File: src/rtl/logic_shift_unit_if.sv
// ---------------------------------------------------------------------------
// logic_shift_unit_if
// Request/response bundle for the logic/shift execution unit.
//   i_valid/o_ready   : request handshake (accept = i_valid && o_ready)
//   i_arg1            : rs1, the value that is shifted
//   i_arg2            : rs2 or sign-extended immediate; low log2(WIDTH) bits
//                       give the shift amount
//   i_op              : operation select
//   o_valid/i_ready   : result handshake
//   o_result          : result, held stable while o_valid is high
//   o_busy            : operation in flight (SHIFT or DONE)
// slave  = the execution unit, master = the issuing stage / testbench.
// ---------------------------------------------------------------------------
interface logic_shift_unit_if #(
    parameter int WIDTH = 32
);
    logic             i_valid;
    logic             o_ready;
    logic [WIDTH-1:0] i_arg1;
    logic [WIDTH-1:0] i_arg2;
    logic [2:0]       i_op;
    logic             o_valid;
    logic             i_ready;
    logic [WIDTH-1:0] o_result;
    logic             o_busy;

    modport master (
        output i_valid, i_arg1, i_arg2, i_op, i_ready,
        input  o_ready, o_valid, o_result, o_busy
    );

    modport slave (
        input  i_valid, i_arg1, i_arg2, i_op, i_ready,
        output o_ready, o_valid, o_result, o_busy
    );
endinterface

File: src/rtl/logic_shift_unit.sv
// ---------------------------------------------------------------------------
// logic_shift_unit
// Multi-cycle RV32I logic/shift unit: XOR/OR/AND in one cycle, SLL/SRL/SRA
// through an iterative shifter that moves at most STEP bits per cycle.
// Ports:
//   i_clk    : clock, rising edge
//   i_rst_n  : synchronous active-low reset
//   bus      : logic_shift_unit_if.slave (request/result handshakes, busy)
// Op encoding: 001 XOR, 010 OR, 100 AND, 011 SLL, 101 SRL, 111 SRA;
// 000 and 110 produce 0.
// ---------------------------------------------------------------------------
module logic_shift_unit #(
    parameter int WIDTH = 32,
    parameter int STEP  = 4
) (
    input  logic              i_clk,
    input  logic              i_rst_n,
    logic_shift_unit_if.slave bus
);
    localparam int CW = $clog2(WIDTH);

    localparam logic [2:0] OP_XOR = 3'b001;
    localparam logic [2:0] OP_OR  = 3'b010;
    localparam logic [2:0] OP_AND = 3'b100;
    localparam logic [2:0] OP_SLL = 3'b011;
    localparam logic [2:0] OP_SRL = 3'b101;
    localparam logic [2:0] OP_SRA = 3'b111;

    typedef enum logic [1:0] {
        S_IDLE  = 2'd0,
        S_SHIFT = 2'd1,
        S_DONE  = 2'd2
    } state_t;

    state_t           state, state_d;
    logic [WIDTH-1:0] sreg;      // working shift register
    logic [CW-1:0]    cnt;       // remaining shift distance
    logic [2:0]       op_q;      // latched shift op
    logic [WIDTH-1:0] res_q;     // result register, drives o_result

    logic [CW-1:0]    shamt;
    logic             is_shift;
    logic             go_shift;
    logic [WIDTH-1:0] imm_res;
    logic [CW:0]      cnt_ext;
    logic [CW:0]      step_w;
    logic [CW:0]      d;
    logic [WIDTH-1:0] sh_nxt;
    logic             last_step;

    // Upper shift-amount bits are architecturally ignored.
    logic unused_arg2_hi;
    assign unused_arg2_hi = ^bus.i_arg2[WIDTH-1:CW];

    assign shamt    = bus.i_arg2[CW-1:0];
    assign is_shift = (bus.i_op == OP_SLL) || (bus.i_op == OP_SRL) ||
                      (bus.i_op == OP_SRA);
    assign go_shift = is_shift && (shamt != '0);

    // Single-cycle result: logic ops, zero-distance shifts, illegal ops.
    always_comb begin
        imm_res = '0;
        case (bus.i_op)
            OP_XOR:                 imm_res = bus.i_arg1 ^ bus.i_arg2;
            OP_OR:                  imm_res = bus.i_arg1 | bus.i_arg2;
            OP_AND:                 imm_res = bus.i_arg1 & bus.i_arg2;
            OP_SLL, OP_SRL, OP_SRA: imm_res = bus.i_arg1;
            default:                imm_res = '0;
        endcase
    end

    // Per-cycle distance d = min(STEP, cnt). One extra bit so STEP == WIDTH
    // is representable.
    assign cnt_ext   = {1'b0, cnt};
    assign step_w    = (CW+1)'(STEP);
    assign d         = (cnt_ext < step_w) ? cnt_ext : step_w;
    assign last_step = (cnt_ext == d);

    // For SRA the MSB of sreg stays equal to the original sign bit across
    // every step, so an arithmetic shift gives the required fill.
    always_comb begin
        sh_nxt = sreg;
        case (op_q)
            OP_SLL:  sh_nxt = sreg << d;
            OP_SRA:  sh_nxt = $signed(sreg) >>> d;
            default: sh_nxt = sreg >> d;
        endcase
    end

    // State register
    always_ff @(posedge i_clk) begin
        if (!i_rst_n) state <= S_IDLE;
        else          state <= state_d;
    end

    // Next-state logic
    always_comb begin
        state_d = state;
        case (state)
            S_IDLE:  if (bus.i_valid) state_d = go_shift ? S_SHIFT : S_DONE;
            S_SHIFT: if (last_step)   state_d = S_DONE;
            S_DONE:  if (bus.i_ready) state_d = S_IDLE;
            default: state_d = S_IDLE;
        endcase
    end

    // Datapath registers. res_q only changes when a result is produced, so
    // o_result holds its last value outside DONE.
    always_ff @(posedge i_clk) begin
        if (!i_rst_n) begin
            sreg  <= '0;
            cnt   <= '0;
            op_q  <= '0;
            res_q <= '0;
        end else begin
            case (state)
                S_IDLE: begin
                    if (bus.i_valid) begin
                        if (go_shift) begin
                            sreg <= bus.i_arg1;
                            cnt  <= shamt;
                            op_q <= bus.i_op;
                        end else begin
                            res_q <= imm_res;
                        end
                    end
                end
                S_SHIFT: begin
                    sreg <= sh_nxt;
                    cnt  <= CW'(cnt_ext - d);
                    if (last_step) res_q <= sh_nxt;
                end
                default: ;
            endcase
        end
    end

    // All handshake outputs come from registered state only.
    assign bus.o_ready  = (state == S_IDLE);
    assign bus.o_valid  = (state == S_DONE);
    assign bus.o_busy   = (state != S_IDLE);
    assign bus.o_result = res_q;

endmodule

File: src/flat_wrapper.sv
// flat-port wrapper written by rule: the top's interface ports become plain ports
module logic_shift_unit_flat 
#(
    parameter int WIDTH = 32,
    parameter int STEP  = 4
)
  (i_clk, i_rst_n, bus_i_valid, bus_i_arg1, bus_i_arg2, bus_i_op, bus_i_ready, bus_o_ready, bus_o_valid, bus_o_result, bus_o_busy);
  logic_shift_unit_if #(.WIDTH(WIDTH)) bus_i ();
  input  logic i_clk;
  input  logic i_rst_n;
  input wire logic [$bits(bus_i.i_valid)-1:0] bus_i_valid;
  input wire logic [$bits(bus_i.i_arg1)-1:0] bus_i_arg1;
  input wire logic [$bits(bus_i.i_arg2)-1:0] bus_i_arg2;
  input wire logic [$bits(bus_i.i_op)-1:0] bus_i_op;
  input wire logic [$bits(bus_i.i_ready)-1:0] bus_i_ready;
  output wire logic [$bits(bus_i.o_ready)-1:0] bus_o_ready;
  output wire logic [$bits(bus_i.o_valid)-1:0] bus_o_valid;
  output wire logic [$bits(bus_i.o_result)-1:0] bus_o_result;
  output wire logic [$bits(bus_i.o_busy)-1:0] bus_o_busy;
  assign bus_i.i_valid = bus_i_valid;
  assign bus_i.i_arg1 = bus_i_arg1;
  assign bus_i.i_arg2 = bus_i_arg2;
  assign bus_i.i_op = bus_i_op;
  assign bus_i.i_ready = bus_i_ready;
  assign bus_o_ready = bus_i.o_ready;
  assign bus_o_valid = bus_i.o_valid;
  assign bus_o_result = bus_i.o_result;
  assign bus_o_busy = bus_i.o_busy;
  logic_shift_unit #(.WIDTH(WIDTH), .STEP(STEP)) u_core (.i_clk(i_clk), .i_rst_n(i_rst_n), .bus(bus_i));
endmodule
File: config.mk
export PLATFORM = sky130hd
export DESIGN_NAME = logic_shift_unit_flat
export DESIGN_NICKNAME = d
export VERILOG_FILES = /design/src/rtl/logic_shift_unit_if.sv /design/src/rtl/logic_shift_unit.sv /design/src/flat_wrapper.sv
export SDC_FILE = /design/constraint.sdc
export NUM_CORES = 1
export LEC_CHECK = 0
export BUFFER_PORTS_ARGS = -buffer_cell sky130_fd_sc_hd__buf_2
export CORE_MARGIN = 8
export CORE_UTILIZATION = 40
export CTS_BUF_LIST = sky130_fd_sc_hd__clkbuf_4
export DETAILED_ROUTE_END_ITERATION = 8
export SYNTH_ARGS = -nofsm -noshare
export SYNTH_HDL_FRONTEND = slang
export SYNTH_SLANG_ARGS = --single-unit
File: constraint.sdc
create_clock -name i_clk -period 3.2 [get_ports i_clk]
set_clock_uncertainty 0.05 [all_clocks]
set_input_delay 0.32 -clock i_clk [delete_from_list [all_inputs] [get_ports i_clk]]
set_output_delay 0.32 -clock i_clk [all_outputs]
set_load 0.03 [all_outputs]
==> results by stage <==
Status:
- The flow ran to the end, and the final reports show no timing, DRC or antenna violations.

GRT:
- The number of global-route vias before repair is 7314.
- The total congestion overflow is 0.
- Entering global routing, the biggest net connects 61 pins.
- The number of antenna violations at the first check in global routing was 1.
- The first global-routing pass estimated 42810 microns of wire.
- The combined global-route utilization of all metal layers is 22.44%.

Layout:
- The area growth from synthesis to layout is 11.13%.
- Summing all flip-flop and latch instances after layout gives 1483 sq um.
- The final-layout fill cell count is 1848.
- The area used by multi-input combinational logic is 5323 sq um.
- The post-route netlist has 21.00% of its cells at a drive strength greater than 1.
- In the final design database the tool counted 1150 nets.

Power and ir drop:
- The part of the total power dissipated in sequential elements is 35.9%.
- Of the total power, combinational logic draws 44.4%.
- The internal power consumption is 2.006 mW.
- In this run the power density over the cells is 430.7 nW/um^2.
- The worst voltage drop across the vdd grid is 0.2174 mV.
- Summed over all cells, the static leakage comes to 3.606 nW.
- The net switching component of the power is 1.589 mW.
- Power comes to 3.595 mW.
- The switching portion of total power is 44.20%.
- The clock network burns 19.6% of the power.

Clock tree:
- The total number of H-tree levels is 3.
- The tree is rooted in a sky130_fd_sc_hd__clkbuf_4.
- The maximum count of clock buffers along a single path is 2.
- The latest clock arrival within the worst-skew pair is 0.45 ns.
- For this design, the sink count on the clock tree is 74.
- The post-CTS resize count is 0.
- After clock tree synthesis, the flow added hold-fix buffers numbering 0.
- TritonCTS created 9 clock buffers.
- Once the clock tree was built, the setup fixing pass inserted 0 buffers.
- The clock transition time at the flip-flop clock pins of the worst setup and hold paths is 0.14 ns.
- The CTS tree is yes.

Timing:
- The slew at the pin with the worst max-slew slack is 1.028 ns.
- Setup violations remaining at the end of the flow were counted as 0.
- The share of the clock period used by the worst path is 79.50%.
- Setup repair after global routing left no endpoint under its margin.
- The remaining max-slew budget at the tightest pin is 31.43%.
- The number of pins exceeding their max-slew limit in the final report is 0.
- The count of endpoints failing hold in the final timing report is 0.
- After routing, the total negative slack on setup checks comes to 0 ns.
- For the finished layout, the period the worst path requires is 2.544 ns.
- Derived from the worst setup path, the maximum achievable clock frequency is 393.1 MHz.

Setup path:
- The worst setup path is launched from a flop.
- Of all nets on the critical path, the largest fanout is 14.
- The slowest library cell on the worst path is sky130_fd_sc_hd__dfxtp_1.
- The category of the critical setup timing path is reg -> reg.
- The biggest cell delay along the critical path is 0.50 ns.
- At the worst endpoint, the arrival time is 2.88 ns.
- The critical path goes through or3_1, buf_4, nor2_1, a31oi_1, a21oi_1, o221a_2.
- STA classifies the critical path endpoint as a flop.
- The required time of the critical path is 3.53 ns.

Floorplan:
- The initial core utilization is 40.42%.
- For this design the top-level I/O count stands at 106.
- The total area inside the core boundary comes to 18580 sq um.
- The die boundary width is 153.0 microns.
- The number of placement rows is 50.
- The height of the die is 153.0 microns.
- The area enclosed by the die boundary is 23420 sq um.

Routing:
- In the final routed layout, each cell accounts on average for 21.28 microns.
- For this block, the initial DRC count from the detailed router was 839.
- In the routed design, unresolved DRC markers number 0.
- The via density per instance is 6.193.
- The routed design has 26690 microns of wire.
- The detailed router placed 7766 vias in this run.
- The detailed-router iteration count before antenna repair is 5.
- The detail route stage leaves a number of antenna-violating nets equal to 0.

Placed design:
- During placement, the flow inserted port buffers numbering 105.
- The placed wire-length estimate is 19260 microns.
- At the end of routability-driven placement, the weighted congestion stood at 0.9113.

Yosys:
- The synthesized netlist net count is 1105.
- The synthesized design contains 0 enable-type register cells.
- The register bit count reported by yosys is 74.
- The share of synthesized flip-flops with an asynchronous set or reset is 0%.
- The gate count of the mapped netlist is 969.
- By instance count, the leading cell after synthesis is sky130_fd_sc_hd__o21ai_0.
- By count the netlist is led by 117 x sky130_fd_sc_hd__o21ai_0, 116 x sky130_fd_sc_hd__nand2_1, 93 x sky130_fd_sc_hd__a21oi_1, 74 x sky130_fd_sc_hd__dfxtp_1, 70 x sky130_fd_sc_hd__inv_1.
- The top cell type by area accounts for 19.72% of the synthesized area.
- Among all flip-flop cells after synthesis, the most frequent one is sky130_fd_sc_hd__dfxtp_1.
- Averaged over all synthesized cells, the footprint is 7.751 sq um.
- The number of distinct library cells after synthesis is 73.
- The number of warnings reported in the yosys synthesis log is 0.
- By area the synthesized netlist is led by sky130_fd_sc_hd__dfxtp_1 20%, sky130_fd_sc_hd__ha_1 11%, sky130_fd_sc_hd__o21ai_0 7.8%, sky130_fd_sc_hd__mux4_2 6.9%, sky130_fd_sc_hd__a21oi_1 6.2%.
- sky130_fd_sc_hd__dfxtp_1 takes more of the synthesized area than any other cell.
- Sequential elements use 19.72% of the synthesized area.
- The synthesized cell area is 7511 sq um.

Min path:
- The kind of path behind the tightest hold check is in -> reg.

Job:
- The tool flagged a number of max-cap violations equal to 0.
worst paths after layout:
kind | startpoint | endpoint | slack, ns | cells after the start
worst max register to register | u_core.cnt[2] | u_core.bus.o_result[27] | 0.66 | 6
worst min-delay path | bus_i_ready | u_core.state[1] | 0.08 | 3
worst min register to register | u_core.op_q[1] | u_core.op_q[1] | 0.45 | 2
worst max-delay path | u_core.cnt[2] | u_core.bus.o_result[27] | 0.66 | 6
cell families after synthesis:
family / synth area share [%]
flip-flops: 19.72
adder cells (fa/ha/maj): 10.83
other: 0.04993
XOR/XNOR: 0.1166
AO/OA/AOI/OAI: 31.08
buffers and inverters: 10.01
AND/OR/NAND/NOR: 13.43
multiplexers: 14.76
power groups by stage:
stage | registers [mW] | clock network, mW | logic [mW]
5_1_grt | 1.31 | 0.747 | 1.74
4_1_cts | 1.28 | 0.713 | 1.59
2_1_floorplan | 1.25 | 0 | 1.10
6_report | 1.29 | 0.705 | 1.60
3_3_place_gp | 1.31 | 0 | 1.57
3_5_place_dp | 1.30 | 0 | 1.58
placed cells by master, fill, tap and decap left out, types with 17 or more instances in the layout:
cell	n
sky130_fd_sc_hd__buf_4	31
sky130_fd_sc_hd__mux2i_1	32
sky130_fd_sc_hd__nor2_1	31
sky130_fd_sc_hd__a221o_1	17
sky130_fd_sc_hd__nand2_1	116
sky130_fd_sc_hd__nand3_1	27
sky130_fd_sc_hd__o21ai_0	117
sky130_fd_sc_hd__buf_2	105
sky130_fd_sc_hd__inv_1	70
sky130_fd_sc_hd__mux4_2	23
sky130_fd_sc_hd__ha_1	65
sky130_fd_sc_hd__dfxtp_1	73
sky130_fd_sc_hd__a21oi_1	93
sky130_fd_sc_hd__a31oi_1	24
sequential cells by signal, summed over array words and instances (netlist names):
signal / count
u_core.bus.o_result: 32
u_core.sreg: 32
u_core.cnt: 5
u_core.op_q: 3
u_core.state: 2
layer usage:
layer	wire length (microns)	global-route usage (%)
met2	12040	34.17
met5	0	0
met3	2104	3.327
met1	12060	32.03
met4	484	6.598
area by class of cell:
class	count	area share, %
multi-input combinational	720	63.77
sequential	74	17.76
timing repair buffer	139	9.804
tap	234	3.508
inverter	70	3.148
clock inverter	6	1.079
clock buffer	10	0.8994
antenna	1	0.02998
per-stage QoR:
step                      util, %  hold slack, ns  cells  cell area, sq um  setup WS (ns)
after detailed placement    44.02          0.4357   1237              8179         0.6275
after global placement      44.02          0.4297   1237              8179         0.6396
after global routing        44.92         0.06943   1254              8347         0.4092
final                       44.92         0.07613   1254              8347         0.6559
after floorplan                 -          0.4108    969              7511         0.8163
after CTS                   44.91         0.06152   1253              8344         0.6703
worst max-delay path: cells and delay by family, from the launching register on:
kind	cells	cell delay (ns)
buffers and inverters	1	0.21
AO/OA/AOI/OAI	3	0.87
AND/OR/NAND/NOR	2	0.85
flip-flops	1	0.50
(Power assumes the default switching activity.)
